**src/rtl/mux_tree_pipe_pkg.sv**
```systemverilog
// Shared constants and elaboration-time helpers for the pipelined mux tree.
package mux_pkg;
   localparam int MAX_CH = 256;

   function automatic int clog4(input int n);
      int r = 0;
      for (int v = 1; v < n; v = v * 4) r++;
      return r;
   endfunction

   function automatic bit is_pow4(input int n);
      return (n >= 4) && (n <= MAX_CH) && ((1 << (2 * clog4(n))) == n);
   endfunction

   // Index of the first node of level l when all levels are laid out flat.
   function automatic int lvl_off(input int ch, input int l);
      int o = 0;
      for (int i = 0; i < l; i++) o += ch >> (2 * (i + 1));
      return o;
   endfunction
endpackage

```
**src/rtl/mux_tree_pipe_if.sv**
```systemverilog
// Source/consumer bundle of the pipelined mux tree; master drives the inputs.
interface mux_tree_pipe_if #(
   parameter int DATA_W = 8,
   parameter int CH     = 16,
   parameter int SEL_W  = $clog2(CH)
);
   logic [CH*DATA_W-1:0] in_data;
   logic                 in_valid;
   logic                 in_ready;
   logic [SEL_W-1:0]     sel;
   logic                 scan_en;
   logic [DATA_W-1:0]    out_data;
   logic [SEL_W-1:0]     out_ch;
   logic                 out_valid;
   logic                 out_ready;
   logic [SEL_W-1:0]     scan_ptr;

   modport master (
      output in_data, in_valid, sel, scan_en, out_ready,
      input  in_ready, out_data, out_ch, out_valid, scan_ptr
   );
   modport slave (
      input  in_data, in_valid, sel, scan_en, out_ready,
      output in_ready, out_data, out_ch, out_valid, scan_ptr
   );
endinterface

```
**src/rtl/mux_tree_pipe_mux4_stage.sv**
```systemverilog
// One registered 4:1 node of the tree; holds its output while en is low.
module mux4_stage #(
   parameter int DATA_W = 8
) (
   input  logic                   clk,
   input  logic                   rst,
   input  logic                   en,
   input  logic [3:0][DATA_W-1:0] d,
   input  logic [1:0]             s,
   output logic [DATA_W-1:0]      q
);
   always_ff @(posedge clk or posedge rst) begin
      if (rst)     q <= '0;
      else if (en) q <= d[s];
   end
endmodule

```
**src/rtl/mux_tree_pipe.sv**
```systemverilog
// Pipelined CH:1 mux built from registered 4:1 levels, with valid/ready and auto-scan.
module mux_tree_pipe import mux_pkg::*; #(
   parameter int DATA_W = 8,
   parameter int CH     = 16,
   parameter int SEL_W  = $clog2(CH),
   parameter int LEVELS = clog4(CH)
) (
   input logic            clk,
   input logic            rst,
   mux_tree_pipe_if.slave bus
);
   localparam int NODES = lvl_off(CH, LEVELS);

   if (!is_pow4(CH) || SEL_W != 2 * LEVELS) begin : g_bad_ch
      $error("mux_tree_pipe: CH must be a power of 4 in 4..256");
   end

   logic                         stall, acc;
   logic [SEL_W-1:0]             eff_sel, scan_ptr;
   logic [LEVELS:1]              vld_pipe;
   logic [LEVELS:1][SEL_W-1:0]   ch_pipe;
   logic [NODES-1:0][DATA_W-1:0] nq;

   // Whole pipeline freezes on a stalled output; no bubble collapsing.
   assign stall        = vld_pipe[LEVELS] && !bus.out_ready;
   assign acc          = bus.in_valid && !stall;
   assign eff_sel      = bus.scan_en ? scan_ptr : bus.sel;
   assign bus.in_ready = !stall;

   // CH is a power of two, so the natural counter wrap gives CH-1 -> 0.
   always_ff @(posedge clk or posedge rst) begin
      if (rst)                      scan_ptr <= '0;
      else if (acc && bus.scan_en)  scan_ptr <= scan_ptr + 1'b1;
   end

   always_ff @(posedge clk or posedge rst) begin
      if (rst) begin
         vld_pipe <= '0;
         ch_pipe  <= '0;
      end else if (!stall) begin
         vld_pipe[1] <= acc;
         ch_pipe[1]  <= eff_sel;
         for (int l = 2; l <= LEVELS; l++) begin
            vld_pipe[l] <= vld_pipe[l-1];
            ch_pipe[l]  <= ch_pipe[l-1];
         end
      end
   end

   // Level l consumes select bits [2l+1:2l] of the select captured with the beat.
   for (genvar l = 0; l < LEVELS; l++) begin : g_lvl
      localparam int NN  = CH >> (2 * (l + 1));
      localparam int OFF = lvl_off(CH, l);
      logic [1:0] s;
      if (l == 0) begin : g_s
         assign s = eff_sel[1:0];
      end else begin : g_s
         assign s = ch_pipe[l][2*l+1:2*l];
      end
      for (genvar n = 0; n < NN; n++) begin : g_node
         logic [3:0][DATA_W-1:0] d;
         if (l == 0) begin : g_d
            assign d = bus.in_data[4*n*DATA_W +: 4*DATA_W];
         end else begin : g_d
            assign d = nq[lvl_off(CH, l - 1) + 4*n +: 4];
         end
         mux4_stage #(.DATA_W(DATA_W)) u_node (
            .clk (clk),
            .rst (rst),
            .en  (!stall),
            .d   (d),
            .s   (s),
            .q   (nq[OFF+n])
         );
      end
   end

   assign bus.out_data  = nq[NODES-1];
   assign bus.out_ch    = ch_pipe[LEVELS];
   assign bus.out_valid = vld_pipe[LEVELS];
   assign bus.scan_ptr  = scan_ptr;
endmodule
```
**src/flat_wrapper.sv**
```systemverilog
// flat-port wrapper written by rule: the top's interface ports become plain ports
module mux_tree_pipe_flat import mux_pkg::*;
#(
   parameter int DATA_W = 8,
   parameter int CH     = 16,
   parameter int SEL_W  = $clog2(CH),
   parameter int LEVELS = clog4(CH)
)
  (clk, rst, bus_in_data, bus_in_valid, bus_sel, bus_scan_en, bus_out_ready, bus_in_ready, bus_out_data, bus_out_ch, bus_out_valid, bus_scan_ptr);
  mux_tree_pipe_if #(.DATA_W(DATA_W), .CH(CH), .SEL_W(SEL_W)) bus_i ();
  input logic clk;
  input logic rst;
  input wire logic [$bits(bus_i.in_data)-1:0] bus_in_data;
  input wire logic [$bits(bus_i.in_valid)-1:0] bus_in_valid;
  input wire logic [$bits(bus_i.sel)-1:0] bus_sel;
  input wire logic [$bits(bus_i.scan_en)-1:0] bus_scan_en;
  input wire logic [$bits(bus_i.out_ready)-1:0] bus_out_ready;
  output wire logic [$bits(bus_i.in_ready)-1:0] bus_in_ready;
  output wire logic [$bits(bus_i.out_data)-1:0] bus_out_data;
  output wire logic [$bits(bus_i.out_ch)-1:0] bus_out_ch;
  output wire logic [$bits(bus_i.out_valid)-1:0] bus_out_valid;
  output wire logic [$bits(bus_i.scan_ptr)-1:0] bus_scan_ptr;
  assign bus_i.in_data = bus_in_data;
  assign bus_i.in_valid = bus_in_valid;
  assign bus_i.sel = bus_sel;
  assign bus_i.scan_en = bus_scan_en;
  assign bus_i.out_ready = bus_out_ready;
  assign bus_in_ready = bus_i.in_ready;
  assign bus_out_data = bus_i.out_data;
  assign bus_out_ch = bus_i.out_ch;
  assign bus_out_valid = bus_i.out_valid;
  assign bus_scan_ptr = bus_i.scan_ptr;
  mux_tree_pipe #(.DATA_W(DATA_W), .CH(CH), .SEL_W(SEL_W), .LEVELS(LEVELS)) u_core (.clk(clk), .rst(rst), .bus(bus_i));
endmodule
```
**config.mk**
```make
export PLATFORM = sky130hd
export DESIGN_NAME = mux_tree_pipe_flat
export DESIGN_NICKNAME = d
export VERILOG_FILES = /design/src/rtl/mux_tree_pipe_pkg.sv /design/src/rtl/mux_tree_pipe_if.sv /design/src/rtl/mux_tree_pipe_mux4_stage.sv /design/src/rtl/mux_tree_pipe.sv /design/src/flat_wrapper.sv
export SDC_FILE = /design/constraint.sdc
export NUM_CORES = 1
export LEC_CHECK = 0
export BUFFER_PORTS_ARGS = -buffer_cell sky130_fd_sc_hd__buf_2
export CAP_MARGIN = 40
export CORE_MARGIN = 2
export CORE_UTILIZATION = 47
export CTS_CLUSTER_DIAMETER = 200
export CTS_CLUSTER_SIZE = 30
export DETAILED_ROUTE_END_ITERATION = 8
export PLACE_DENSITY = 0.81
export SLEW_MARGIN = 30
export SYNTH_ARGS = -nofsm -noshare
export SYNTH_HDL_FRONTEND = slang
export SYNTH_SLANG_ARGS = --single-unit
export TNS_END_PERCENT = 1
```
**constraint.sdc**
```tcl
create_clock -name clk -period 2 [get_ports clk]
set_input_delay 0.4 -clock clk [delete_from_list [all_inputs] [get_ports clk]]
set_output_delay 0.4 -clock clk [all_outputs]
set_load 0.02 [all_outputs]
```
==> run summary <==
TIMING
-------------------------------------------------------------------------------------------------
Clock period minus final worst setup slack                                               1.792 ns
Peak Freq                                                                              0.5580 GHz
Total Neg Setup Slack                                                                        0 ns
Setup Skew                                                                            0.006262 ns
Max-slew violation count                                                                        0
Setup repair after global routing missed its margin                                            no
Worst-margin pin slew                                                                   0.5935 ns
Relative slew slack                                                                        0.6038
Tcrit/Tclk final                                                                           0.8961
Final setup violation count                                                                     0
Number of hold violations in the final report                                                   0

FINAL LAYOUT
-------------------------------------------------------------------------------------------------
Leading cell type in the layout, fill and taps excluded                              sky130_fd_sc_hd__buf_2
Leading cell types in the layout, fill and taps excluded                             sky130_fd_sc_hd__buf_2, sky130_fd_sc_hd__nand2_1, sky130_fd_sc_hd__dfrtp_1
Total of fill cells in the finished design                                                    632
Proportion of layout cells with a drive suffix above 1                                     0.3376
Sequential standard cell area                                                        0.001351 mm^2
Total area of multi-input combinational cells                                        0.001763 mm^2
Antenna diodes                                                                                  0
Post-layout nets                                                                              685
Post-synthesis to final-layout area growth                                                 27.30%

CRITICAL PATH
-------------------------------------------------------------------------------------------------
Crit path cell chain                                                                 nor2b_1 -> inv_2 -> buf_2
Data arrival time of the worst path                                                       1.39 ns
Biggest cell delay along the critical path                                                0.35 ns
Critical path buffers and inverters                                                             2
Biggest fanout along the worst timing path                                                     13
Cell at the slowest stage of the critical path                                       sky130_fd_sc_hd__dfrtp_1
Critical path capture point type                                                      output port
Type of the worst setup path                                                         flop to output port
Register-to-register path setup slack                                                     0.27 ns
Element type at the critical path start                                                      flop
Gate family responsible for the most delay along the worst path                      buffers and inverters
Required time worst endpoint                                                              1.60 ns

SYNTH
-------------------------------------------------------------------------------------------------
Sequential share of the synthesized area                                                   0.4062
Portion of netlist area occupied by mux cells                                             0.07785
Main combinational cell family by area after synthesis                               simple AND/OR/NAND/NOR gates
XOR/XNOR Fraction of Synth Area                                                          0.007898
Simple-gate portion of the synthesized area                                                0.3009
Adder-Cell Fraction of Synth Area                                                        0.003761
Fraction of the mapped netlist area in compound gates                                      0.1395
Synthesis warning total                                                                         0
Synth Cell Area                                                                      0.003327 mm^2
Number of cells produced by synthesis                                                         410
Number of distinct library cell variants in the gate-level netlist after synthesis             30
Register bit count reported by yosys                                                           54
Average footprint of a synthesized cell                                                8.114 um^2
Synth Net Count                                                                               548

POWER AND IR DROP
-------------------------------------------------------------------------------------------------
Portion of total power attributed to the clock network                                      0.126
Logic pwr share                                                                             0.453
Internal                                                                                 2.809 mW
Total power per unit cell area                                                       1119 mW/mm^2
Max IR drop VDD                                                                       0.0007259 V
Switching Power                                                                          1.928 mW
Register share of total power                                                               0.421
Switching Share                                                                            0.4070
P_leak                                                                                   2.175 nW
Total power draw                                                                         4.737 mW

CLOCK NETWORK
-------------------------------------------------------------------------------------------------
# resized after CTS                                                                             0
Clock tree from TritonCTS                                                                     yes
CTS root buf                                                                         sky130_fd_sc_hd__clkbuf_8
Worst-path clk slew                                                                       0.09 ns
Number of sinks driven by the clock tree                                                       54
Clk Latency, worst-skew pair                                                              0.30 ns
Number of buffers between clock root and the deepest sink                                       2
Hold buffer count at cts                                                                        0
# Post-CTS Setup Buffers                                                                        0
H-tree level count                                                                              2
Number of clock buffers inserted by TritonCTS                                                   5

DRT
-------------------------------------------------------------------------------------------------
Detail-routed via count per cell                                                            5.352
Routed via count                                                                             3447
DRT Wirelength                                                                            9408 um
Residual antenna-violating net count after detailed routing                                     0
DRC violation count after routing                                                               0
DR pass1 iterations                                                                             5
Drt first-iter violations                                                                     219
Avg WL per Cell                                                                          14.61 um

PLACEMENT
-------------------------------------------------------------------------------------------------
HPWL after DPL                                                                            7316 um
Total of buffers placed on input and output ports                                             154
Weighted congestion reported at the end of routability-driven placement                    0.8396

GLOBAL ROUTE
-------------------------------------------------------------------------------------------------
Total GRT Usage                                                                            0.2402
Antenna violations before repair                                                                0
GRT overflow                                                                                    0
Pin count of the biggest net entering global routing                                           42
Number of global-route vias before repair                                                    3045
First-pass GRT wire length                                                               14520 um

DIE
-------------------------------------------------------------------------------------------------
X dimension of the die                                                                   88.14 um
Placement Rows                                                                                 30
Initial core utilization                                                                   0.4870
Core outline area                                                                    0.006832 mm^2
Total die area                                                                       0.007768 mm^2
# IOs                                                                                         155
Die Span Y                                                                               88.14 um

RUN STATUS
-------------------------------------------------------------------------------------------------
Status                                                                               finished, final reports clean

FLOW RUN
-------------------------------------------------------------------------------------------------
Max capacitance violation total                                                                 0

HOLD PATH
-------------------------------------------------------------------------------------------------
Worst min-delay path category                                                        input pin to async pin

layer usage:
metal | vias to the layer above | wire (um) | GRT usage
li1 | 1668 | - | -
met1 | 1593 | 3904 | 0.3319
met2 | 167 | 4617 | 0.4063
met3 | 19 | 718 | 0.03393
met4 | 0 | 166 | 0.05234
met5 | - | 0 | 0
final cells by class:
cell class,instances,area share
multi-input combinational,318,0.4162
sequential,54,0.3191
timing repair buffer,165,0.2133
tap,96,0.02836
clock buffer,6,0.01713
clock inverter,2,0.003250
inverter,3,0.002659
logic make-up (layout without fill, tap and decap cells):
logic type / Yosys count / after routing
compound gates: 60 / 60
xor+xnor: 3 / 3
fa+ha+maj: 1 / 1
buf+inv: 38 / 176
flops: 54 / 54
mux: 14 / 14
simple gates: 240 / 240
flip-flops by register name (all words and copies together), names as in the netlist:
| signal | flops |
|---|---|
| u_core.bus.out_ch | 4 |
| u_core.vld_pipe | 2 |
| u_core.bus.scan_ptr | 4 |
| u_core.g_lvl.g_node.u_node.q | 40 |
| u_core.ch_pipe | 4 |
power groups by stage:
stage	Clock [mW]	Sequential [mW]	Combinational (mW)
detailed placement	0	2.01	2.15
global placement	0	1.99	2.09
global route	0.643	2.04	2.37
floorplan	0	1.94	1.53
CTS	0.604	1.99	2.15
finish	0.595	1.99	2.15
Yosys cell counts (all sizes together):
library cell  instances  share of area
nand4                 1         0.0019
clkbuf               10          0.011
and2                  1         0.0019
a21oi                 6         0.0090
a221o                 5          0.015
or2                   1         0.0026
ha                    1         0.0038
o21ai                 7          0.011
inv                   3         0.0034
mux2i                 4          0.016
and3                 28          0.053
mux4                  8          0.054
a31oi                 5         0.0094
o22a                  5          0.013
a311oi               27          0.071
o21bai                5          0.011
xnor2                 3         0.0079
nand2               150           0.17
dfrtp                54           0.41
nor2                 51          0.058
buf                  25          0.049
nand2b                7          0.013
mux2                  2         0.0079
nor2b                 1         0.0019
path summary, 6_finish.rpt:
kind / startpoint / end / depth (start not counted)
min in group clk: bus_in_valid / u_core.vld_pipe[1] / 3
setup reg to reg: u_core.bus.scan_ptr[0] / u_core.g_lvl[0].g_node[0].u_node.q[7] / 5
hold reg to reg: u_core.vld_pipe[1] / u_core.vld_pipe[2] / 1
setup / recovery: u_core.vld_pipe[2] / bus_in_ready / 3
hold / removal: rst / u_core.bus.out_ch[2] / 2
max in group asynchronous: rst / u_core.ch_pipe[0] / 3
through the flow:
stage	std cells	setup WS [ns]	area, um^2	util	hold slack (ns)
after detailed placement	636	0.2241	4149	0.6073	0.4455
final	644	0.2079	4235	0.6200	0.1558
after global routing	644	0.1513	4235	0.6200	0.2179
after CTS	644	0.2195	4235	0.6200	0.1780
after global placement	636	0.2608	4149	0.6073	0.4422
after floorplan	410	0.2854	3327	-	0.4300
Power figures use the tool's default switching activity.
